`config.mk`:
```
export PLATFORM = sky130hd
export DESIGN_NAME = stdp_array
export DESIGN_NICKNAME = d
export VERILOG_FILES = /design/src/rtl/stdp_pkg.sv /design/src/rtl/stdp_syn_channel.sv /design/src/rtl/stdp_array.sv
export SDC_FILE = /design/constraint.sdc
export NUM_CORES = 1
export LEC_CHECK = 0
export ABC_CLOCK_PERIOD_IN_PS = 4700
export BUFFER_PORTS_ARGS = -buffer_cell sky130_fd_sc_hd__buf_2
export CORE_ASPECT_RATIO = 1.25
export CORE_MARGIN = 2
export CORE_UTILIZATION = 60
export DETAILED_ROUTE_END_ITERATION = 10
export HOLD_SLACK_MARGIN = 0.03
export PLACE_DENSITY_LB_ADDON = 0.15
export SYNTH_ARGS = -nofsm -noshare
export SYNTH_HDL_FRONTEND = slang
export SYNTH_SLANG_ARGS = --single-unit
```
`constraint.sdc`:
```
create_clock -name clk -period 4.7 [get_ports clk]
set_input_delay 0.94 -clock clk [delete_from_list [all_inputs] [get_ports clk]]
set_output_delay 0.94 -clock clk [all_outputs]
set_load 0.01 [all_outputs]
```
`src/rtl/stdp_pkg.sv`:
```
// stdp_pkg: shared STDP defaults plus timer, decayed-step and clamp helpers.
package stdp_pkg;
  localparam int NUM_PRE_DEF     = 4;
  localparam int WEIGHT_W_DEF    = 8;
  localparam int TIMER_W_DEF     = 6;
  localparam int WINDOW_DEF      = 16;
  localparam int A_PLUS_DEF      = 16;
  localparam int A_MINUS_DEF     = 12;
  localparam int DECAY_SHIFT_DEF = 2;
  localparam int W_INIT_DEF      = 64;
  function automatic int timer_next(input logic spike, input int q, input int tmax);
    return spike ? 0 : (q < tmax ? q + 1 : tmax);
  endfunction
  function automatic int decayed_step(input int base, input int dt, input int shift);
    return base >> (dt >> shift);
  endfunction
  function automatic int clamp_hi(input int v, input int hi);
    return v > hi ? hi : v;
  endfunction
  function automatic int clamp_lo(input int v);
    return v < 0 ? 0 : v;
  endfunction
endpackage

```
`src/rtl/stdp_syn_channel.sv`:
```
// stdp_syn_channel: one presynaptic timer, its weight register and the LTP/LTD datapath.
module stdp_syn_channel
  import stdp_pkg::*;
#(
  parameter int WEIGHT_W    = WEIGHT_W_DEF,
  parameter int TIMER_W     = TIMER_W_DEF,
  parameter int WINDOW      = WINDOW_DEF,
  parameter int A_PLUS      = A_PLUS_DEF,
  parameter int A_MINUS     = A_MINUS_DEF,
  parameter int DECAY_SHIFT = DECAY_SHIFT_DEF,
  parameter int W_INIT      = W_INIT_DEF
) (
  input  logic                clk,
  input  logic                rst,
  input  logic                learn_en_i,
  input  logic                pre_spike_i,
  input  logic                post_spike_i,
  input  logic                post_valid_i,
  input  logic [TIMER_W-1:0]  post_timer_i,
  input  logic                load_i,
  input  logic [WEIGHT_W-1:0] load_data_i,
  output logic [TIMER_W-1:0]  timer_o,
  output logic [WEIGHT_W-1:0] weight_o,
  output logic                changed_o
);
  localparam int WMAX = 2**WEIGHT_W - 1;
  localparam int TMAX = 2**TIMER_W - 1;
  logic [TIMER_W-1:0] timer_q, timer_d;
  logic valid_q;
  logic [WEIGHT_W-1:0] w_q, w_d, stdp_w;
  logic ltp, ltd;
  int up, dn;
  // ltp and ltd are mutually exclusive: one needs pre_spike low, the other high
  always_comb begin
    timer_d   = TIMER_W'(timer_next(pre_spike_i, int'(timer_q), TMAX));
    ltp       = learn_en_i && post_spike_i && valid_q && !pre_spike_i && int'(timer_q) < WINDOW;
    ltd       = learn_en_i && pre_spike_i && post_valid_i && !post_spike_i && int'(post_timer_i) < WINDOW;
    up        = clamp_hi(int'(w_q) + decayed_step(A_PLUS, int'(timer_q), DECAY_SHIFT), WMAX);
    dn        = clamp_lo(int'(w_q) - decayed_step(A_MINUS, int'(post_timer_i), DECAY_SHIFT));
    stdp_w    = ltp ? WEIGHT_W'(up) : ltd ? WEIGHT_W'(dn) : w_q;
    w_d       = load_i ? load_data_i : stdp_w;
    changed_o = !load_i && stdp_w != w_q;
  end
  always_ff @(posedge clk) begin
    if (rst) begin
      timer_q <= '0;
      valid_q <= 1'b0;
      w_q     <= WEIGHT_W'(W_INIT);
    end else begin
      timer_q <= timer_d;
      valid_q <= valid_q | pre_spike_i;
      w_q     <= w_d;
    end
  end
  assign timer_o  = timer_q;
  assign weight_o = w_q;
endmodule

```
`src/rtl/stdp_array.sv`:
```
// stdp_array: pair-based STDP engine, NUM_PRE synapses onto one neuron.
// Optional STDP_WEIGHT_LOAD_EN adds a direct weight-load port.
module stdp_array
  import stdp_pkg::*;
#(
  parameter int NUM_PRE     = NUM_PRE_DEF,
  parameter int WEIGHT_W    = WEIGHT_W_DEF,
  parameter int TIMER_W     = TIMER_W_DEF,
  parameter int WINDOW      = WINDOW_DEF,
  parameter int A_PLUS      = A_PLUS_DEF,
  parameter int A_MINUS     = A_MINUS_DEF,
  parameter int DECAY_SHIFT = DECAY_SHIFT_DEF,
  parameter int W_INIT      = W_INIT_DEF,
  parameter int SEL_W       = (NUM_PRE > 1) ? $clog2(NUM_PRE) : 1
) (
  input  logic                         clk,
  input  logic                         rst,
  input  logic                         learn_en,
  input  logic [NUM_PRE-1:0]           pre_spike,
  input  logic                         post_spike,
  input  logic [SEL_W-1:0]             dbg_sel,
`ifdef STDP_WEIGHT_LOAD_EN
  input  logic                         wl_valid,
  input  logic [SEL_W-1:0]             wl_idx,
  input  logic [WEIGHT_W-1:0]          wl_data,
`endif
  output logic signed [TIMER_W:0]      time_diff,
  output logic                         update_w_flag,
  output logic [NUM_PRE*WEIGHT_W-1:0]  weight
);
  localparam int TMAX = 2**TIMER_W - 1;
  logic [TIMER_W-1:0] post_timer_q, post_timer_d, sel_timer;
  logic post_valid_q;
  logic [TIMER_W-1:0] pre_timer [NUM_PRE];
  logic [NUM_PRE-1:0] changed, load;
  logic [WEIGHT_W-1:0] load_data;
  logic signed [TIMER_W:0] td_q, td_d;
  logic flag_q;
`ifdef STDP_WEIGHT_LOAD_EN
  for (genvar g = 0; g < NUM_PRE; g++) begin : g_load
    assign load[g] = wl_valid && wl_idx == SEL_W'(g);
  end
  assign load_data = wl_data;
`else
  assign load      = '0;
  assign load_data = '0;
`endif
  for (genvar g = 0; g < NUM_PRE; g++) begin : g_ch
    stdp_syn_channel #(
      .WEIGHT_W(WEIGHT_W), .TIMER_W(TIMER_W), .WINDOW(WINDOW), .A_PLUS(A_PLUS),
      .A_MINUS(A_MINUS), .DECAY_SHIFT(DECAY_SHIFT), .W_INIT(W_INIT)
    ) u_ch (
      .clk(clk), .rst(rst), .learn_en_i(learn_en),
      .pre_spike_i(pre_spike[g]), .post_spike_i(post_spike),
      .post_valid_i(post_valid_q), .post_timer_i(post_timer_q),
      .load_i(load[g]), .load_data_i(load_data),
      .timer_o(pre_timer[g]),
      .weight_o(weight[(NUM_PRE-1-g)*WEIGHT_W +: WEIGHT_W]),
      .changed_o(changed[g])
    );
  end
  always_comb begin
    post_timer_d = TIMER_W'(timer_next(post_spike, int'(post_timer_q), TMAX));
    sel_timer    = int'(dbg_sel) < NUM_PRE ? pre_timer[dbg_sel] : '0;
    td_d         = $signed({1'b0, post_timer_q}) - $signed({1'b0, sel_timer});
  end
  always_ff @(posedge clk) begin
    if (rst) begin
      post_timer_q <= '0;
      post_valid_q <= 1'b0;
      td_q         <= '0;
      flag_q       <= 1'b0;
    end else begin
      post_timer_q <= post_timer_d;
      post_valid_q <= post_valid_q | post_spike;
      td_q         <= td_d;
      flag_q       <= |changed;
    end
  end
  assign time_diff     = td_q;
  assign update_w_flag = flag_q;
endmodule

```
Yosys cells after proc, flatten, opt, wreduce, memory -nomap -nowiden --
Cells that the tools add are included. Widths: inputs -> output; s select.
Operators by class: bitwise operators 6, reduce and logical (&&, ||, !) cells 40, eq/ne operators 4, $add $sub $neg 14, multiplexer cells 24, shift-type cells 5, order comparisons 19
Operators with widths (count):
- $add 9x32->32 | 4
- $gt 32x9->1 const B | 4
- $lt 32x1->1 const B | 4
- $mux 8 | 16
- $shr 5x4->32 const A | 4
- $sub 9x32->32 | 4
- $mux 6 | 7
- $ne 8x8->1 | 4
- $shr 4x4->32 const A | 1
- $add 6x1->6 const B | 5
- $lt 6x5->1 const B | 5
- $lt 6x6->1 const B | 5
- $logic_and 1x1->1 | 29
- $bmux 6 s2 | 1
- $reduce_or 2->1 | 5
- $sub 6x6->7 | 1
- $logic_not 1->1 | 5
- $or 1x1->1 | 5
- $reduce_or 4->1 | 1
- $ge 3x3->1 const B | 1
- $not 2->3 | 1
Word-level totals: flip-flop bits (word level) 75, bits of input ports 10, output and inout bits 40, logic and storage cells 128

Depth between registers and ports, before layout --
depth after elaboration 8, depth in mapped cells 13, mapped depth without buffers 12

Cells and area by module --
From an unflattened synthesis, not the netlist that was laid out.
Unflattened totals: cells, all modules 808, area total of the unflattened synthesis 6565.0 µm²
Modules (own cells, without submodules):
- stdp_syn_channel (g_ch[0].u_ch ...) | cells an instance 179, area an instance 1413.9 µm², times used 3, sequential area each 300.3 µm²
- stdp_syn_channel (g_ch[3].u_ch) | cells an instance 181, area an instance 1400.1 µm², times used 1, sequential area each 300.3 µm²
- stdp_array | cells an instance 90, area an instance 923.4 µm², times used 1, sequential area each 300.3 µm²

Least setup slack after synthesis --
OpenSTA, ideal clock, no wires.
path kind reg-to-reg, start reg post_timer_q[3], end reg flag_q (netlist: update_w_flag), setup time 0.140 ns, arrival 3.448 ns, cell stages (with the launch flop) 13, setup slack 1.112 ns, clock period less this slack 3.588 ns, required time 4.560 ns, buffers on the path 1, cell sequence dfxtp_1 clkbuf_1 or3_1 or2_2 ha_1 or2_4 or4_4 or3_4 a32o_1 nor4_2 nand4_1 nor4_1 a41oi_1
Between the ends: longest elaborated chain between the ends 8, elaborated cells between the ends (all ways) 31, classes of those cells add/sub (4); order compare (5); eq/ne (4); shift (1); mux (12); reduce/logical (5)
RTL lines:
- start: declaration | RTL line stdp_array.sv:32 | logic [TIMER_W-1:0] post_timer_q, post_timer_d, sel_timer;
- start signal: assignment | RTL line stdp_array.sv:74 | post_timer_q <= post_timer_d;
- $shr 4x4->32 | RTL line stdp_pkg.sv:15 | return base >> (dt >> shift);
- $sub 9x32->32 | RTL line stdp_syn_channel.sv:39 | dn = clamp_lo(int'(w_q) - decayed_step(A_MINUS, int'(post_timer_i), DECAY_SHIFT));
- $lt 32x1->1 | RTL line stdp_pkg.sv:21 | return v < 0 ? 0 : v;
- $mux 8 | RTL line stdp_pkg.sv:21
- $mux 8 (2 in series) | RTL line stdp_syn_channel.sv:40 | stdp_w = ltp ? WEIGHT_W'(up) : ltd ? WEIGHT_W'(dn) : w_q;
- $ne 8x8->1 | RTL line stdp_syn_channel.sv:42 | changed_o = !load_i && stdp_w != w_q;
- $reduce_or 4->1 * | RTL line stdp_array.sv:77 | flag_q <= |changed;
- end signal: assignment | RTL line stdp_array.sv:77
- end: declaration | RTL line stdp_array.sv:38 | logic flag_q;
Mark *: on every way between the ends. The rest lies on a longest branch, timed or not. A chain may end at the register's enable or synchronous reset.

Final worst setup path --
Same ends and word-level chain as after synthesis.

==> impl_metrics.toml <==
[worst_hold_path]
hold_depth = 2
hold-path-endpoint = "g_ch[0].u_ch.valid_q"
holdCritStartpoint = "g_ch[0].u_ch.valid_q"
hp-class = "flop to flop"

[logic_synthesis]
ys_types = 78
synth_xor_area_frac = 0.0529
synthMuxAreaShare = 0.0310
synth-simple-area-share = 0.257
synth_top_family_by_area = "simple AND/OR/NAND/NOR gates"
syn_area_per_cell_um2 = 7.92
synth_seq_cells = 75
synth_edf_count = 0
synth_ff_type = "dfxtp_1"
syn_inst = 795
synthAdderAreaFrac = 0.130
netlist_area_um2 = 6300
syn_nets = 865
synth_compound_area_frac = 0.241
synthArstFlopShare = 0
yosys_warnings = 0
ys_seq_area_frac = 0.238

[clock_tree]
numCtsBuffers = 9
clk_pin_slew_ps = 60
clk_path_buf_depth = 2
cts_setup_buffers = 0
cts_root_buf = "clkbuf_16"
cts-hold-fix-buffers = 0
insertion_delay_ps = 340
h-tree-depth = 3
clock-sinks = 75
cts_resized = 0
cts_tree = "yes"

[die]
start_util = 0.620
dieWidth_um = 95.6
fp-row-count = 41
dieArea_um2 = 11300
pin_count = 50
core_um2 = 10200
fp.dieH_um = 119

[worst_setup_path]
cp_cell_sequence = "or3_1 > or2_2 > ha_1 > or2_0 > nor3_1 > nor2b_1 > o311ai_0 > nor4_1 > nand4_1 > nor4_1 > a41oi_1"
cpLargestDelayFamily = "simple AND/OR/NAND/NOR gates"
cp.required_ps = 4880
r2r_slack_ps = 670
cp-end-kind = "flop"
critPathMostFrequentCell = "nor4_1"
crit_path_top_delay_cell = "or3_1"
cp-start-kind = "flop"
timing.rr.start = "post_timer_q[3]"
critical_path_peak_fanout = 9
criticalPathCategory = "flop to flop"
r2r-end = "update_w_flag"
worst_path_largest_cell_delay_ps = 530
crit_arrival_ps = 4210
crit_buf_inv = 0
worstRegToRegCells = 11

[sta]
timing.final.ws_setup_ps = 671
worst_pin_slew_ps = 879
rsz0062_at_grt = "no"
setup_violations = 0
fmax_mhz = 248
hold_violations = 0
clock_skew_ps = 9.68
setup-tns-final_ps = 0
slew_violations = 0
min_period_ps = 4030
fin_crit_sh = 0.857
max-slew-margin-rel = 0.409

[finish]
final_common_cell = "nor2_1"
n_antenna_cell = 0
area_delta_synth_final_pct = 9.32
fin_cells = 953
drive_gt1_frac = 0.132
layout_common_cells = "nor2_1, dfxtp_1, a21oi_1"
nets = 889

[place]
preCtsSetupSlack_ps = 843
dp_cells = 937
io_buffers = 49
place_congestion = 0.954
place_hpwl_um = 15000

[global_route]
grt_pass1_wl_um = 31100
grt_overflow = 0
grt_max_degree = 37
grt_antenna_before_repair = 0
grt_pass1_vias = 6085
grt_util_all_layers = 0.353

[power_and_ir_drop]
leakage_nw = 2.83
p_int_mw = 1.17
power_frac_clock = 0.442
p_switching_mw = 0.482
seqPwrFrac = 0.419
p_per_area_nw_per_um2 = 241
swShare = 0.291
peakVddDrop_mv = 0.168
comb_power_share = 0.139

[detailed_routing]
vias = 6433
drt_iter0_drc = 563
antenna_left = 0
vias_per_cell = 6.75
first_pass_iters = 5
drc = 0
wl_per_cell_um = 20.6
wl_um = 19600

[status]
status = "finished, final reports clean"

[run]
max-cap-violations = 0
-- metal layers --
metal,vias to the layer above,track usage,wire [um]
met5,-,0,0
met1,3010,0.431,7590
met2,328,0.569,9230
met4,0,0.209,1290
li1,2998,-,-
met3,97,0.0612,1510
-- flip-flops by register name, indices dropped and copies added (netlist names) --
name / count
time_diff: 7
g_ch.u_ch.timer_o: 24
post_valid_q: 1
post_timer_q: 6
g_ch.u_ch.weight_o: 32
g_ch.u_ch.valid_q: 4
update_w_flag: 1
-- stage by stage --
stage	util	instance area, um2	power [mW]	hold WS, ps
5_1_grt	0.678	6880	1.71	487
6_report	0.678	6880	1.66	474
3_3_place_gp	0.647	6580	0.927	440
4_1_cts	0.678	6880	1.65	475
2_1_floorplan	-	6300	0.858	426
3_5_place_dp	0.647	6580	0.932	456
-- worst max path at each step --
| stage | from | slack, ps | to | depth (start not counted) |
|---|---|---|---|---|
| after floorplan | post_timer_q[3] | 1110 | update_w_flag | 12 |
| after global placement | post_timer_q[3] | 950 | update_w_flag | 11 |
| after detailed placement | post_timer_q[3] | 840 | update_w_flag | 11 |
| after CTS | post_timer_q[4] | 780 | update_w_flag | 11 |
| after global routing | post_timer_q[4] | 480 | update_w_flag | 11 |
| final | post_timer_q[3] | 670 | update_w_flag | 11 |
-- synth_stat cells (all sizes together), types with 9 or more instances --
cell type	instances	share of area
a211oi	21	0.025
o211ai	10	0.012
a21oi	63	0.050
nand3	27	0.021
inv	39	0.023
nor2b	11	0.011
a21o	12	0.014
nand2	44	0.026
or2	25	0.025
nand2b	11	0.011
o21ai	34	0.027
clkbuf	36	0.021
nor2	83	0.049
nor3	27	0.023
and3	10	0.0099
xnor2	25	0.035
dfxtp	75	0.24
nand4	10	0.0099
xor2	13	0.018
fa	9	0.029
or3	12	0.013
ha	51	0.10
nor4	14	0.017
-- power groups by stage --
stage | Combinational, mW | Clock (mW) | Sequential [mW]
after floorplan | 0.158 | 0 | 0.700
after global placement | 0.220 | 0 | 0.707
after detailed placement | 0.225 | 0 | 0.708
after CTS | 0.226 | 0.734 | 0.693
after global routing | 0.253 | 0.757 | 0.698
final | 0.230 | 0.732 | 0.695
-- area by class of cell --
cell class | count | area, um2
repair buffers | 54 | 283
well taps | 129 | 161
multi-input cells | 640 | 4480
clock buffers | 9 | 225
clock inverters | 7 | 82.6
inverters | 39 | 146
fillers | 895 | 3270
flip-flops and latches | 75 | 1500
-- cells by family (layout without fill, tap and decap cells) --
kind of cell | count (synthesis) | after routing
AND/OR/NAND/NOR | 305 | 305
AO/OA/AOI/OAI | 225 | 225
buffers and inverters | 80 | 109
flip-flops | 75 | 75
adder cells (fa/ha/maj) | 60 | 60
XOR/XNOR | 38 | 38
multiplexers | 12 | 12
-- worst reg2reg max path: cells and delay by family, from the launching register on --
kind / cells / cell delay [ps]
AOI/OAI and AO/OA: 2 / 330
adders and majority gates: 1 / 220
DFF: 1 / 390
and+or+nand+nor: 8 / 2940
(Power assumes the default switching activity.)
